<file path="config.mk">
export PLATFORM = sky130hd
export DESIGN_NAME = frame_port_arbiter
export DESIGN_NICKNAME = d
export VERILOG_FILES = /design/src/rtl/frame_port_arbiter.sv
export SDC_FILE = /design/constraint.sdc
export NUM_CORES = 1
export LEC_CHECK = 0
export BUFFER_PORTS_ARGS = -buffer_cell sky130_fd_sc_hd__buf_2
export CORE_AREA = 10 10 125 127
export CTS_CLUSTER_DIAMETER = 200
export CTS_CLUSTER_SIZE = 8
export DETAILED_ROUTE_END_ITERATION = 10
export DIE_AREA = 0 0 135 137
export PLACE_DENSITY = 0.55
export SLEW_MARGIN = 20
export SYNTH_ARGS = -nofsm -noshare
export SYNTH_HDL_FRONTEND = slang
export SYNTH_SLANG_ARGS = --single-unit
</file>
<file path="constraint.sdc">
create_clock -name clk -period 2.31 [get_ports clk]
set_input_delay 0.1155 -clock clk [delete_from_list [all_inputs] [get_ports clk]]
set_output_delay 0.1155 -clock clk [all_outputs]
set_load 0.05 [all_outputs]
</file>
<file path="src/rtl/frame_port_arbiter.sv">
// Shares one memory write/bypass port between the CPU data side and a graphics engine write stream.
// Optional statistics counters are built when FRAME_ARB_STATS_EN is defined.
//
// state    | meaning
// CPU_PRI  | CPU wins contested cycles; the streak counter tracks consecutive wins
// ENG_TURN | engine is owed a slot; it wins the next contested cycle
module frame_port_arbiter #(
    parameter int unsigned MAX_CPU_STREAK = 4,
    parameter int unsigned ADDR_W         = 32
) (
    input  logic              clk,
    input  logic              rst,
    input  logic [ADDR_W-1:0] cpu_addr,
    input  logic [3:0]        cpu_we,
    input  logic              cpu_re,
    input  logic [31:0]       cpu_din,
    output logic [31:0]       cpu_dout,
    output logic              cpu_stall,
    input  logic              eng_valid,
    input  logic [ADDR_W-1:0] eng_addr,
    input  logic [3:0]        eng_we,
    input  logic [31:0]       eng_din,
    output logic              eng_ready,
    output logic [ADDR_W-1:0] mem_addr,
    output logic [3:0]        mem_we,
    output logic              mem_re,
    output logic [31:0]       mem_din,
    input  logic [31:0]       mem_dout,
    output logic [31:0]       stat_conflicts,
    output logic [31:0]       stat_eng_forced
);

    typedef enum logic {
        CPU_PRI  = 1'b0,
        ENG_TURN = 1'b1
    } state_t;

    localparam logic [8:0] STREAK_MAX = 9'(MAX_CPU_STREAK);

    state_t      state, state_nxt;
    logic [7:0]  streak, streak_nxt;
    logic [8:0]  streak_inc;
    logic        cpu_req, contested;
    logic        gnt_cpu, gnt_eng;
    logic        rd_tag;
    logic [31:0] rd_capture;

    assign cpu_req    = cpu_re | (|cpu_we);
    assign contested  = cpu_req & eng_valid;
    assign streak_inc = {1'b0, streak} + 9'd1;

    // Grants are suppressed during reset so nothing reaches the memory that cycle.
    always_comb begin
        gnt_cpu = 1'b0;
        gnt_eng = 1'b0;
        if (!rst) begin
            case (state)
                CPU_PRI: begin
                    if (cpu_req)        gnt_cpu = 1'b1;
                    else if (eng_valid) gnt_eng = 1'b1;
                end
                ENG_TURN: begin
                    if (eng_valid)      gnt_eng = 1'b1;
                    else if (cpu_req)   gnt_cpu = 1'b1;
                end
                default: ;
            endcase
        end
    end

    always_comb begin
        state_nxt  = state;
        streak_nxt = streak;
        if (gnt_eng || !eng_valid) begin
            state_nxt  = CPU_PRI;
            streak_nxt = 8'd0;
        end else if (contested && gnt_cpu) begin
            if (streak_inc >= STREAK_MAX) begin
                state_nxt  = ENG_TURN;
                streak_nxt = 8'd0;
            end else begin
                streak_nxt = streak_inc[7:0];
            end
        end
    end

    always_ff @(posedge clk) begin
        if (rst) begin
            state      <= CPU_PRI;
            streak     <= 8'd0;
            rd_tag     <= 1'b0;
            rd_capture <= 32'd0;
        end else begin
            state      <= state_nxt;
            streak     <= streak_nxt;
            rd_tag     <= gnt_cpu & cpu_re;
            if (rd_tag)
                rd_capture <= mem_dout;
        end
    end

    assign mem_addr  = gnt_eng ? eng_addr : cpu_addr;
    assign mem_din   = gnt_eng ? eng_din  : cpu_din;
    assign mem_we    = gnt_eng ? eng_we : (gnt_cpu ? cpu_we : 4'd0);
    assign mem_re    = gnt_cpu & cpu_re;
    assign eng_ready = gnt_eng;
    assign cpu_stall = cpu_req & gnt_eng;
    assign cpu_dout  = rst ? 32'd0 : (rd_tag ? mem_dout : rd_capture);

`ifdef FRAME_ARB_STATS_EN
    logic [31:0] conflicts_q, forced_q;

    always_ff @(posedge clk) begin
        if (rst) begin
            conflicts_q <= 32'd0;
            forced_q    <= 32'd0;
        end else begin
            if (contested)
                conflicts_q <= conflicts_q + 32'd1;
            if (gnt_eng && (state == ENG_TURN) && cpu_req)
                forced_q <= forced_q + 32'd1;
        end
    end

    assign stat_conflicts  = conflicts_q;
    assign stat_eng_forced = forced_q;
`else
    assign stat_conflicts  = 32'd0;
    assign stat_eng_forced = 32'd0;
`endif

endmodule

</file>
### Word-level counts from Yosys, hierarchy flattened

Index checks and enable logic that the tools add are counted.

* register bits after elaboration: 42
* input port bits: 172
* output and inout port bits: 167
* word-level logic and storage cells: 32

* add/sub/neg operators: 1
* $lt $le $gt $ge: 1
* muxes and demuxes: 15
* bitwise operators: 5
* reduce and logical (&&, ||, !) cells: 6

Operators by type and width (count)
* $mux W32: 4
* $add A8 B1 Y9 const B: 1
* $ge A9 B3 Y1 const B: 1
* $mux W4: 2
* $mux W8: 1
* $mux W1: 6
* $pmux W1 S2: 2
* $reduce_or A4 Y1: 1
* $and A1 B1 Y1: 3
* $reduce_and A2 Y1: 1
* $reduce_or A2 Y1: 1
* $logic_and A1 B1 Y1: 1
* $logic_not A1 Y1: 1
* $logic_or A1 B1 Y1: 1
* $not A1 Y1: 1
* $or A1 B1 Y1: 1

### Logic depth before layout (Yosys ltp)

Gate-level depths: netlist of the first run.

* word-level depth: 8
* mapped depth: 6
* gate-level depth less buffers: 5

### Worst setup path before layout of the first run

Ideal clock, no wire load.

* kind: input to output
* start point: input port cpu_we[0]
* end point: output port mem_din[22]
* data arrival time: 1.634 ns
* required time: 2.194 ns
* setup slack: 0.561 ns
* stages on the path: 6
* buffers on the path: 2
* cells stage by stage: nor4_2 > a21o_2 > and2b_1 > buf_6 > buf_8 > mux2_1

* longest elaborated chain between the ends: 6

Ends and longest elaborated chain
* from (decl): line 14 `input logic [3:0] cpu_we,`
* $reduce_or A4 Y1: line 48 `assign cpu_req = cpu_re | (|cpu_we);`
* $or A1 B1 Y1: line 48
* $mux W1: line 59 `if (cpu_req) gnt_cpu = 1'b1;`
* $pmux W1 S2: line 57 `case (state)`
* $mux W1: line 56 `if (!rst) begin`
* via eng_ready: line 23 `output logic eng_ready,`
* $mux W32: line 103 `assign mem_din = gnt_eng ? eng_din : cpu_din;`
* to (decl): line 27 `output logic [31:0] mem_din,`

The timed path passes the listed nets, and every way through them passes these cells.

### Final worst setup path of the first run

* start point: register state
* end point: output port mem_din[31]

* longest elaborated chain between the ends: 4

Ends and longest elaborated chain
* from (decl): line 40 `state_t state, state_nxt;`
* from (signal assigned): line 94 `state <= state_nxt;`
* $not A1 Y1
* $pmux W1 S2 (*): line 57
* $mux W1 (*): line 56
* $mux W32 (*): line 103

Every way passes the cells marked *; elsewhere a longest branch is shown, timed or not.

==> results of run 1 <==
-- synth_stat cells (3+ instances only) --
library cell,count
sky130_fd_sc_hd__buf_4,65
sky130_fd_sc_hd__nor2_1,36
sky130_fd_sc_hd__mux2i_1,32
sky130_fd_sc_hd__mux2_1,49
sky130_fd_sc_hd__clkbuf_1,3
sky130_fd_sc_hd__mux2_2,16
sky130_fd_sc_hd__buf_2,3
sky130_fd_sc_hd__nand2_1,3
sky130_fd_sc_hd__dfxtp_1,42
sky130_fd_sc_hd__a32oi_1,4
sky130_fd_sc_hd__buf_8,5
-- worst max path at each step --
stage / startpoint / endpoint / cells after the start
global route: cpu_we[0] / mem_din[31] / 7
CTS: state / mem_din[8] / 5
global placement: cpu_we[0] / mem_din[8] / 7
floorplan: cpu_we[0] / mem_din[22] / 6
detailed placement: cpu_we[0] / mem_addr[1] / 7
finish: state / mem_din[31] / 5
-- logic make-up after synthesis --
| group | count (synthesis) | share of synthesized area, % |
|---|---|---|
| XOR/XNOR | 1 | 0.304 |
| multiplexers | 97 | 36.6 |
| AND/OR/NAND/NOR | 51 | 8.26 |
| flip-flops | 42 | 29.2 |
| other | 1 | 0.130 |
| buffers and inverters | 81 | 21.4 |
| adder cells (fa/ha/maj) | 2 | 0.869 |
| AO/OA/AOI/OAI | 11 | 3.26 |
-- power groups by stage --
stage / registers (mW) / logic (mW) / clock network [mW]
global route: 0.776 / 1.14 / 0.742
global placement: 0.789 / 1.08 / 0
finish: 0.773 / 1.09 / 0.685
CTS: 0.774 / 1.09 / 0.708
floorplan: 0.784 / 0.883 / 0
detailed placement: 0.790 / 1.09 / 0
-- per-stage QoR --
stage / utilization [%] / worst slack (ns)
finish: 33.0 / 0.260
global placement: 31.9 / 0.346
floorplan: - / 0.561
global route: 33.0 / 0.131
CTS: 33.0 / 0.275
detailed placement: 31.9 / 0.301
-- flip-flops by register name, indices dropped and copies added (netlist names) --
register    count
rd_capture     32
rd_tag          1
state           1
streak          8
-- worst max-delay path, cell delays in order (launching register included) --
cell                      delay (ns)
sky130_fd_sc_hd__dfxtp_1        0.35
sky130_fd_sc_hd__a21o_2         0.15
sky130_fd_sc_hd__and2b_2        0.18
sky130_fd_sc_hd__buf_12         0.27
sky130_fd_sc_hd__mux2_2         0.40
sky130_fd_sc_hd__buf_2          0.21
-- metal layers --
metal / up-vias / wire length (um) / global-route usage (%)
li1: 1398 / - / -
met3: 12 / 1480 / 5.61
met5: - / 7 / 0
met1: 1315 / 5220 / 13.9
met2: 178 / 6950 / 23.6
met4: 2 / 203 / 3.47
-- layout make-up --
cell class                      instances  area, um^2
Clock buffer                            5         125
Timing Repair Buffer                  277        1420
Multi-Input combinational cell        232        1680
Tap cell                              176         220
Inverter                                2        7.51
Antenna cell                            1        2.50
Fill cell                            1388        8770
Clock inverter                          3        21.3
Sequential cell                        42         842
==> impl_table.tex, run 1 <==
\begin{tabular}{lr}
\hline
Metric & Value \\
\hline
\multicolumn{2}{l}{\textbf{Power}} \\
\quad Switching Fraction & 43.9\% \\
\quad Ratio of total power to cell area & 590 nW/um\^{}2 \\
\quad Sequential group share of total power & 30.4\% \\
\quad Combinational power share & 42.7\% \\
\quad Net switching power of the design & 1.12 mW \\
\quad Leakage dissipation & 2.30 nW \\
\quad Proportion of power drawn by the clock network & 26.9\% \\
\quad Total power & 2.55 mW \\
\quad Internal power consumption & 1.43 mW \\
\quad Highest ir drop seen on vdd & 0.402 mV \\
\multicolumn{2}{l}{\textbf{Drt}} \\
\quad Number of vias in the routed layout & 2905 \\
\quad Number of iterations in the first detailed-routing pass & 4 \\
\quad Post-detailed-routing wire length & 13900 um \\
\quad Post-route DRC violation count & 0 \\
\quad Post-detailed-route count of antenna-violating nets & 0 \\
\quad Number of DRC markers in iteration 0 & 66 \\
\quad Via density per instance & 3.94 \\
\quad WL per Instance & 18.8 um \\
\multicolumn{2}{l}{\textbf{Global route}} \\
\quad All-Layer GR Usage & 13.2\% \\
\quad Initial antenna violation count & 1 \\
\quad First-pass GRT wire length & 19100 um \\
\quad Total overflow reported by the global router & 0 \\
\quad Number of global-route vias before repair & 3138 \\
\quad Largest net degree at the start of global routing & 66 \\
\multicolumn{2}{l}{\textbf{Timing}} \\
\quad Part of the cycle the worst path needs & 88.7\% \\
\quad Final hold violation count & 0 \\
\quad Worst Skew & 0.00429 ns \\
\quad Time the worst path needs with I/O delays and setup & 2.05 ns \\
\quad Setup repair after global routing missed its margin & no \\
\quad Number of failing setup endpoints in the final timing report & 0 \\
\quad Slew Limit Fails & 0 \\
\quad Highest achievable clock rate & 488 MHz \\
\quad Sum of negative setup slack & 0 ns \\
\quad Worst-case hold slack & 0.101 ns \\
\multicolumn{2}{l}{\textbf{Worst setup path}} \\
\quad FF-to-FF path depth & 4 \\
\quad Startpoint type of the worst setup path & flip-flop \\
\quad Worst EP required & 2.19 ns \\
\quad Critical path peak fanout & 65 \\
\quad CP endpoint kind & output pin \\
\quad Data arrival time of the worst path & 1.93 ns \\
\quad Reg2reg start & streak[0] \\
\quad Crit Reg-Reg Endpoint & streak[1] \\
\quad Minimum setup slack among reg-to-reg paths & 0.73 ns \\
\quad Start-to-end type of the worst setup path & reg -> out \\
\multicolumn{2}{l}{\textbf{Die}} \\
\quad Top Ports & 339 \\
\quad Width of the chip & 135 um \\
\quad Die span in y & 137 um \\
\quad Number of core rows & 42 \\
\quad Initial standard-cell utilization of the core & 22.0\% \\
\quad Overall die area & 18500 um\^{}2 \\
\quad Core region area & 13100 um\^{}2 \\
\multicolumn{2}{l}{\textbf{Clock tree}} \\
\quad \# hold bufs at CTS & 0 \\
\quad Maximum clock path buffer count & 2 \\
\quad TritonCTS Sinks & 42 \\
\quad Number of resized instances in the post-cts repair step & 0 \\
\quad Clock buffer count from CTS & 5 \\
\quad Clock tree from TritonCTS & done \\
\quad Post-CTS setup-driven buffer insertion count & 0 \\
\quad Deepest level of the CTS H-tree & 2 \\
\quad Cell at the root of the clock tree & sky130\_fd\_sc\_hd\_\_clkbuf\_16 \\
\quad Clock transition at the registers of the reported paths & 0.06 ns \\
\quad Skew-Pair Late Insertion Delay & 0.28 ns \\
\multicolumn{2}{l}{\textbf{Logic synthesis}} \\
\quad Mean instance size in the synthesized netlist & 10.1 um\^{}2 \\
\quad Dominant cell type by area after synthesis & sky130\_fd\_sc\_hd\_\_dfxtp\_1 \\
\quad Yosys reg bits & 42 \\
\quad Summed instance area of the synthesized netlist & 2880 um\^{}2 \\
\quad Total of warnings raised by yosys & 0 \\
\quad Number of synthesized flops with an enable pin & 0 \\
\quad Share of synthesized area occupied by flip-flops and latches & 29.2\% \\
\quad Proportion of register bits with asynchronous set or reset after synthesis & 0\% \\
\quad Cell types occupying the most area after synthesis & sky130\_fd\_sc\_hd\_\_dfxtp\_1, sky130\_fd\_sc\_hd\_\_mux2\_1, sky130\_fd\_sc\_hd\_\_buf\_4 \\
\quad Count of unique library cells instantiated by Yosys & 33 \\
\quad Most instantiated flip-flop cell in the synthesis netlist & sky130\_fd\_sc\_hd\_\_dfxtp\_1 \\
\quad Synth top area share & 29.2\% \\
\quad Cell count after synthesis & 286 \\
\multicolumn{2}{l}{\textbf{Run}} \\
\quad Max-capacitance violation count & 0 \\
\multicolumn{2}{l}{\textbf{Place}} \\
\quad Area of placed instances & 4170 um\^{}2 \\
\quad Post-detail-place hpwl & 12300 um \\
\quad Number of buffer cells added on primary ports & 274 \\
\quad Count of placed standard cells including taps & 729 \\
\quad Placer's final routability congestion estimate & 0.913 \\
\multicolumn{2}{l}{\textbf{Min path}} \\
\quad Worst hold start & mem\_dout[17] \\
\quad Worst min-delay path endpoint & rd\_capture[17] \\
\quad Count of cells along the worst hold path & 3 \\
\quad Class of the tightest hold or removal check & in -> reg \\
\multicolumn{2}{l}{\textbf{Layout}} \\
\quad Area added between synthesis and finish & 50.1\% \\
\quad Count of nets after finishing & 734 \\
\quad Final non-filler cell area & 4320 um\^{}2 \\
\quad Commonest non-fill, non-tap cells in the layout & sky130\_fd\_sc\_hd\_\_buf\_2, sky130\_fd\_sc\_hd\_\_conb\_1, sky130\_fd\_sc\_hd\_\_mux2\_1 \\
\quad Proportion of layout cells with a drive suffix above 1 & 54.7\% \\
\quad Most frequent standard cell in the layout excluding fill and tap cells & sky130\_fd\_sc\_hd\_\_buf\_2 \\
\quad Final instance count without filler cells & 738 \\
\multicolumn{2}{l}{\textbf{Outcome}} \\
\quad Run status & completed \\
\hline
\end{tabular}
No activity file was read; power rests on OpenSTA's default activity.
==> inputs of run 2 (changes only) <==
Settings changed: CORE_AREA 10 10 125 127 to 5 5 130 132, PLACE_DENSITY 0.55 to 0.48, SETUP_SLACK_MARGIN set to 0.1.
Clock period 2.31 ns to 1.9 ns, I/O delays scaled along.
==> run 2 against run 1 <==
  * Critical path depth grew 1
  * Clock skew grew 0.0045 ns
  * Utilization shrank 2.3 points
  * Total power grew 27%
  * Critical endpoint is now mem_din[18]
  * Largest cell class is now buffers
  * Largest power group unchanged
==> impl_table.tex, run 2 (synthesized netlist as in run 1, its figures left out) <==
\begin{tabular}{lr}
\hline
Metric & Value \\
\hline
\multicolumn{2}{l}{\textbf{Outcome}} \\
\quad Run status & completed \\
\multicolumn{2}{l}{\textbf{Power}} \\
\quad Highest ir drop seen on vdd & 0.458 mV \\
\quad Net switching power of the design & 1.36 mW \\
\quad Switching Fraction & 42.0\% \\
\quad Ratio of total power to cell area & 678 nW/um\^{}2 \\
\quad Internal power consumption & 1.88 mW \\
\quad Sequential group share of total power & 28.9\% \\
\quad Combinational power share & 44.4\% \\
\quad Leakage dissipation & 2.47 nW \\
\quad Proportion of power drawn by the clock network & 26.6\% \\
\multicolumn{2}{l}{\textbf{Clock tree}} \\
\quad Clock buffer count from CTS & 5 \\
\quad Deepest level of the CTS H-tree & 2 \\
\quad Clock tree from TritonCTS & done \\
\quad Clock transition at the registers of the reported paths & 0.06 ns \\
\quad Maximum clock path buffer count & 2 \\
\quad Cell at the root of the clock tree & sky130\_fd\_sc\_hd\_\_clkbuf\_16 \\
\quad \# hold bufs at CTS & 0 \\
\quad Skew-Pair Late Insertion Delay & 0.28 ns \\
\quad TritonCTS Sinks & 42 \\
\multicolumn{2}{l}{\textbf{Die}} \\
\quad Overall die area & 18500 um\^{}2 \\
\quad Number of core rows & 46 \\
\quad Width of the chip & 135 um \\
\quad Core region area & 15600 um\^{}2 \\
\quad Die span in y & 137 um \\
\quad Initial standard-cell utilization of the core & 18.5\% \\
\quad Top Ports & 339 \\
\multicolumn{2}{l}{\textbf{Global route}} \\
\quad All-Layer GR Usage & 12.1\% \\
\quad First-pass GRT wire length & 17000 um \\
\quad Largest net degree at the start of global routing & 39 \\
\quad Initial antenna violation count & 5 \\
\quad Number of global-route vias before repair & 2841 \\
\quad Total overflow reported by the global router & 0 \\
\multicolumn{2}{l}{\textbf{Timing}} \\
\quad Worst Skew & 0.00880 ns \\
\quad Number of failing setup endpoints in the final timing report & 0 \\
\quad Sum of negative setup slack & 0 ns \\
\quad Slew Limit Fails & 0 \\
\quad Time the worst path needs with I/O delays and setup & 1.83 ns \\
\quad Final hold violation count & 0 \\
\quad Part of the cycle the worst path needs & 96.2\% \\
\quad Setup repair after global routing missed its margin & yes \\
\quad Highest achievable clock rate & 547 MHz \\
\multicolumn{2}{l}{\textbf{Layout}} \\
\quad Top reg by flops & rd\_capture \\
\quad Proportion of layout cells with a drive suffix above 1 & 57.7\% \\
\quad Commonest non-fill, non-tap cells in the layout & sky130\_fd\_sc\_hd\_\_buf\_2, sky130\_fd\_sc\_hd\_\_conb\_1, sky130\_fd\_sc\_hd\_\_dfxtp\_1 \\
\quad Max FFs per register & 32 \\
\quad Area added between synthesis and finish & 66.2\% \\
\quad Most frequent standard cell in the layout excluding fill and tap cells & sky130\_fd\_sc\_hd\_\_buf\_2 \\
\quad Final instance count without filler cells & 784 \\
\quad Count of nets after finishing & 740 \\
\quad Biggest regs & rd\_capture x32, streak x8 \\
\multicolumn{2}{l}{\textbf{Worst setup path}} \\
\quad Worst EP required & 1.80 ns \\
\quad CP endpoint kind & output pin \\
\quad Critical path peak fanout & 8 \\
\quad Startpoint type of the worst setup path & flip-flop \\
\quad Start-to-end type of the worst setup path & reg -> out \\
\quad Data arrival time of the worst path & 1.73 ns \\
\multicolumn{2}{l}{\textbf{Run}} \\
\quad Max-capacitance violation count & 0 \\
\multicolumn{2}{l}{\textbf{Drt}} \\
\quad Via density per instance & 3.66 \\
\quad Number of vias in the routed layout & 2869 \\
\quad Post-route DRC violation count & 0 \\
\quad Post-detailed-routing wire length & 12700 um \\
\quad WL per Instance & 16.1 um \\
\quad Post-detailed-route count of antenna-violating nets & 0 \\
\quad Number of iterations in the first detailed-routing pass & 6 \\
\quad Number of DRC markers in iteration 0 & 44 \\
\multicolumn{2}{l}{\textbf{Place}} \\
\quad Count of placed standard cells including taps & 771 \\
\quad Placer's final routability congestion estimate & 0.796 \\
\quad Post-detail-place hpwl & 10700 um \\
\quad Number of buffer cells added on primary ports & 274 \\
\multicolumn{2}{l}{\textbf{Min path}} \\
\quad Class of the tightest hold or removal check & in -> reg \\
\hline
\end{tabular}
## run 2: changes by cell type in the layout (fill, tap and decap cells not counted), sizes merged
cell and change:
buf +6, clkbuf +2, clkinvlp -1, inv +1, clkinv -2
## run 2: final timing paths
check                startpoint             end  slack, ns  depth (start not counted)
setup / recovery          state     mem_din[18]       0.07                          6
hold / removal     mem_dout[20]  rd_capture[20]       0.09                          3
setup reg to reg      streak[0]       streak[1]       0.32                          4
hold reg to reg   rd_capture[3]   rd_capture[3]       0.50                          2
## run 2: power by group through the flow
stage / Clock (mW) / Combinational (mW) / Sequential [mW]
after global routing: 0.939 / 1.51 / 0.941
after global placement: 0 / 1.33 / 0.956
after CTS: 0.896 / 1.41 / 0.938
after detailed placement: 0 / 1.33 / 0.958
after floorplan: 0 / 1.07 / 0.954
final: 0.863 / 1.44 / 0.938
## run 2: layout make-up
class,instances,area (um^2)
clock inverters,1,8.76
repair buffers,283,1780
clock buffers,7,143
diodes,1,2.50
fillers,1717,10800
multi-input cells,232,1730
inverters,2,7.51
flip-flops and latches,42,843
well taps,216,270
## run 2: worst max-delay path: stages, from the launching register on
cell,delay (ns)
sky130_fd_sc_hd__dfxtp_2,0.32
sky130_fd_sc_hd__a21o_2,0.19
sky130_fd_sc_hd__and2b_4,0.20
sky130_fd_sc_hd__buf_12,0.14
sky130_fd_sc_hd__buf_16,0.14
sky130_fd_sc_hd__mux2_4,0.31
sky130_fd_sc_hd__buf_12,0.15
## run 2: per-layer routing
layer | vias to the layer above | track usage (%) | wire (um)
li1 | 1414 | - | -
met1 | 1257 | 14.5 | 4990
met2 | 174 | 20.2 | 6050
met3 | 16 | 5.15 | 1410
met4 | 8 | 2.74 | 153
met5 | - | 0 | 55
## run 2: through the flow
step	hold WS [ns]	instance area, um^2	total power [mW]	util (%)	setup WS, ns
after global routing	0.0872	4780	3.39	30.7	0.0187
after CTS	0.0799	4660	3.24	29.9	0.0258
after floorplan	0.275	3140	2.03	-	0.171
after detailed placement	0.372	4250	2.28	27.2	0.0394
after global placement	0.370	4250	2.28	27.2	0.0145
final	0.0860	4780	3.24	30.7	0.0730
## run 2: timing repair
| action | in CTS | in global routing |
|---|---|---|
| endpoints found under the setup margin | 64 | 64 |
| setup buffers | 2 | 0 |
| pin swaps | 0 | 0 |
| gates resized for setup | 60 | 55 |
| gates cloned | 2 | 0 |
==> inputs of run 3 (changes only) <==
Settings changed: BUFFER_PORTS_ARGS -buffer_cell sky130_fd_sc_hd__buf_2 to not set, CORE_AREA 5 5 130 132 to 10 10 122 124, DIE_AREA 0 0 135 137 to 0 0 132 134, DONT_BUFFER_PORTS set to 1, PLACE_DENSITY 0.48 to 0.34.
==> run 3 against run 2 <==
  * Maximum frequency fell by 1.2%
  * Critical path depth shrank 1
  * Clock power rose by 13%
  * Sequential power about the same
  * Via count fell by 18%
  * Global-route usage increased by 2.2 points
  * Combinational power decreased by 3%
  * Total power rose by 2.3%
  * First-iteration DRC count grew 25%
  * Sequential share of layout area rose by 1.8 points
  * Final cell count down 28%
  * Hold slack lost 0.077 ns
  * Critical path type unchanged
  * Critical endpoint is now mem_addr[18]
==> impl_table.tex, run 3 (synthesized netlist as in run 1, its figures left out) <==
\begin{tabular}{lr}
\hline
Metric & Value \\
\hline
\multicolumn{2}{l}{\textbf{Timing}} \\
\quad Time the worst path needs with I/O delays and setup & 1.85 ns \\
\quad Setup repair after global routing missed its margin & yes \\
\quad Sum of negative setup slack & 0 ns \\
\quad Number of failing setup endpoints in the final timing report & 0 \\
\quad Worst-case hold slack & 0.00864 ns \\
\quad Part of the cycle the worst path needs & 97.3\% \\
\quad Final hold violation count & 0 \\
\quad Smallest setup slack after layout & 0.0505 ns \\
\quad Worst Skew & 0.00399 ns \\
\quad Highest achievable clock rate & 541 MHz \\
\quad Slew Limit Fails & 0 \\
\multicolumn{2}{l}{\textbf{Worst setup path}} \\
\quad FF-to-FF path depth & 4 \\
\quad CP endpoint kind & output pin \\
\quad Critical path peak fanout & 11 \\
\quad Data arrival time of the worst path & 1.75 ns \\
\quad Worst EP required & 1.80 ns \\
\quad Start-to-end type of the worst setup path & reg -> out \\
\quad Startpoint type of the worst setup path & flip-flop \\
\multicolumn{2}{l}{\textbf{Place}} \\
\quad Placer's final routability congestion estimate & 0.833 \\
\quad Post-detail-place hpwl & 11300 um \\
\quad Placement-stage worst setup slack & 0.128 ns \\
\quad Number of buffer cells added on primary ports & 0 \\
\multicolumn{2}{l}{\textbf{Layout}} \\
\quad Proportion of layout cells with a drive suffix above 1 & 48.1\% \\
\quad Max FFs per register & 32 \\
\quad Filler Cells Inserted & 1286 \\
\quad Top reg by flops & rd\_capture \\
\quad Most frequent standard cell in the layout excluding fill and tap cells & sky130\_fd\_sc\_hd\_\_conb\_1 \\
\quad Count of nets after finishing & 563 \\
\quad Area added between synthesis and finish & 50.7\% \\
\quad Commonest non-fill, non-tap cells in the layout & sky130\_fd\_sc\_hd\_\_conb\_1, sky130\_fd\_sc\_hd\_\_mux2\_4, sky130\_fd\_sc\_hd\_\_buf\_4 \\
\quad Biggest regs & rd\_capture x32, streak x8 \\
\multicolumn{2}{l}{\textbf{Global route}} \\
\quad Initial antenna violation count & 1 \\
\quad Largest net degree at the start of global routing & 34 \\
\quad Number of global-route vias before repair & 2528 \\
\quad Total overflow reported by the global router & 0 \\
\quad First-pass GRT wire length & 19100 um \\
\quad All-Layer GR Usage & 14.2\% \\
\multicolumn{2}{l}{\textbf{Drt}} \\
\quad Number of iterations in the first detailed-routing pass & 4 \\
\quad Number of DRC markers in iteration 0 & 55 \\
\quad Number of vias in the routed layout & 2346 \\
\quad Post-detailed-route count of antenna-violating nets & 0 \\
\quad Via density per instance & 4.17 \\
\quad Post-route DRC violation count & 0 \\
\quad WL per Instance & 24.9 um \\
\quad Post-detailed-routing wire length & 14000 um \\
\multicolumn{2}{l}{\textbf{Power}} \\
\quad Highest ir drop seen on vdd & 0.491 mV \\
\quad Leakage dissipation & 2.01 nW \\
\quad Total power & 3.31 mW \\
\quad Ratio of total power to cell area & 764 nW/um\^{}2 \\
\multicolumn{2}{l}{\textbf{Die}} \\
\quad Core region area & 12500 um\^{}2 \\
\quad Overall die area & 17700 um\^{}2 \\
\quad Initial standard-cell utilization of the core & 23.1\% \\
\quad Width of the chip & 132 um \\
\quad Die span in y & 134 um \\
\quad Number of core rows & 41 \\
\quad Top Ports & 339 \\
\multicolumn{2}{l}{\textbf{Outcome}} \\
\quad Run status & completed \\
\multicolumn{2}{l}{\textbf{Clock tree}} \\
\quad Maximum clock path buffer count & 2 \\
\quad TritonCTS Sinks & 42 \\
\quad Clock transition at the registers of the reported paths & 0.06 ns \\
\quad Clock buffer count from CTS & 5 \\
\quad Skew-Pair Late Insertion Delay & 0.28 ns \\
\quad Deepest level of the CTS H-tree & 2 \\
\quad Clock tree from TritonCTS & done \\
\quad Cell at the root of the clock tree & sky130\_fd\_sc\_hd\_\_clkbuf\_16 \\
\multicolumn{2}{l}{\textbf{Min path}} \\
\quad Count of cells along the worst hold path & 2 \\
\quad Class of the tightest hold or removal check & in -> reg \\
\multicolumn{2}{l}{\textbf{Run}} \\
\quad Max-capacitance violation count & 0 \\
\hline
\end{tabular}
==> run 3: path summary, 6_finish.rpt <==
kind	to	slack (ns)	startpoint
max	mem_addr[18]	0.05	state
min	rd_capture[24]	0.009	mem_dout[24]
max reg2reg	streak[1]	0.30	streak[0]
min reg2reg	rd_capture[24]	0.51	rd_capture[24]
==> run 3: per-stage QoR <==
step | instances | area [um^2] | util (%)
2_1_floorplan | 355 | 3140 | -
3_3_place_gp | 542 | 3510 | 28.2
3_5_place_dp | 542 | 3510 | 28.2
4_1_cts | 559 | 4200 | 33.7
5_1_grt | 562 | 4340 | 34.8
6_report | 562 | 4340 | 34.8
==> run 3: critical path, cell delays in order (launching register included) <==
cell and delay (ns):
sky130_fd_sc_hd__dfxtp_2 0.35, sky130_fd_sc_hd__a21o_4 0.10, sky130_fd_sc_hd__and2b_4 0.20, sky130_fd_sc_hd__bufbuf_16 0.31, sky130_fd_sc_hd__mux2_2 0.35, sky130_fd_sc_hd__buf_6 0.16
==> run 3: final cells by class <==
cell class	instances	area (um^2)	share of cell area (%)
Multi-Input combinational cell	232	1920	44.4
Tap cell	172	215	4.96
Timing Repair Buffer	106	1170	27.1
Inverter	2	7.51	0.173
Antenna cell	1	2.50	0.0577
Clock buffer	6	139	3.20
Clock inverter	1	30.0	0.692
Sequential cell	42	843	19.4
==> run 3: repair_timing <==
action | 4_1_cts | 5_1_grt
hold buffers | 1 | 0
buffers inserted | 6 | 0
resized for setup | 104 | 23
cloned | 3 | 2
endpoints found under the setup margin | 64 | 64
hold endpoints to repair | 33 | 0
==> run 3: power breakdown <==
part           internal [mW]  switching [mW]
combinational          0.416           0.981
clock                  0.648           0.330
sequential             0.924          0.0149
total                   1.99            1.33
==> run 3: per-layer routing <==
metal | vias to the layer above | track usage (%) | wire [um]
li1 | 1063 | - | -
met1 | 1081 | 12.9 | 4510
met2 | 184 | 25.2 | 7200
met3 | 18 | 8.96 | 1930
met4 | 0 | 5.75 | 368
met5 | - | 0 | 0
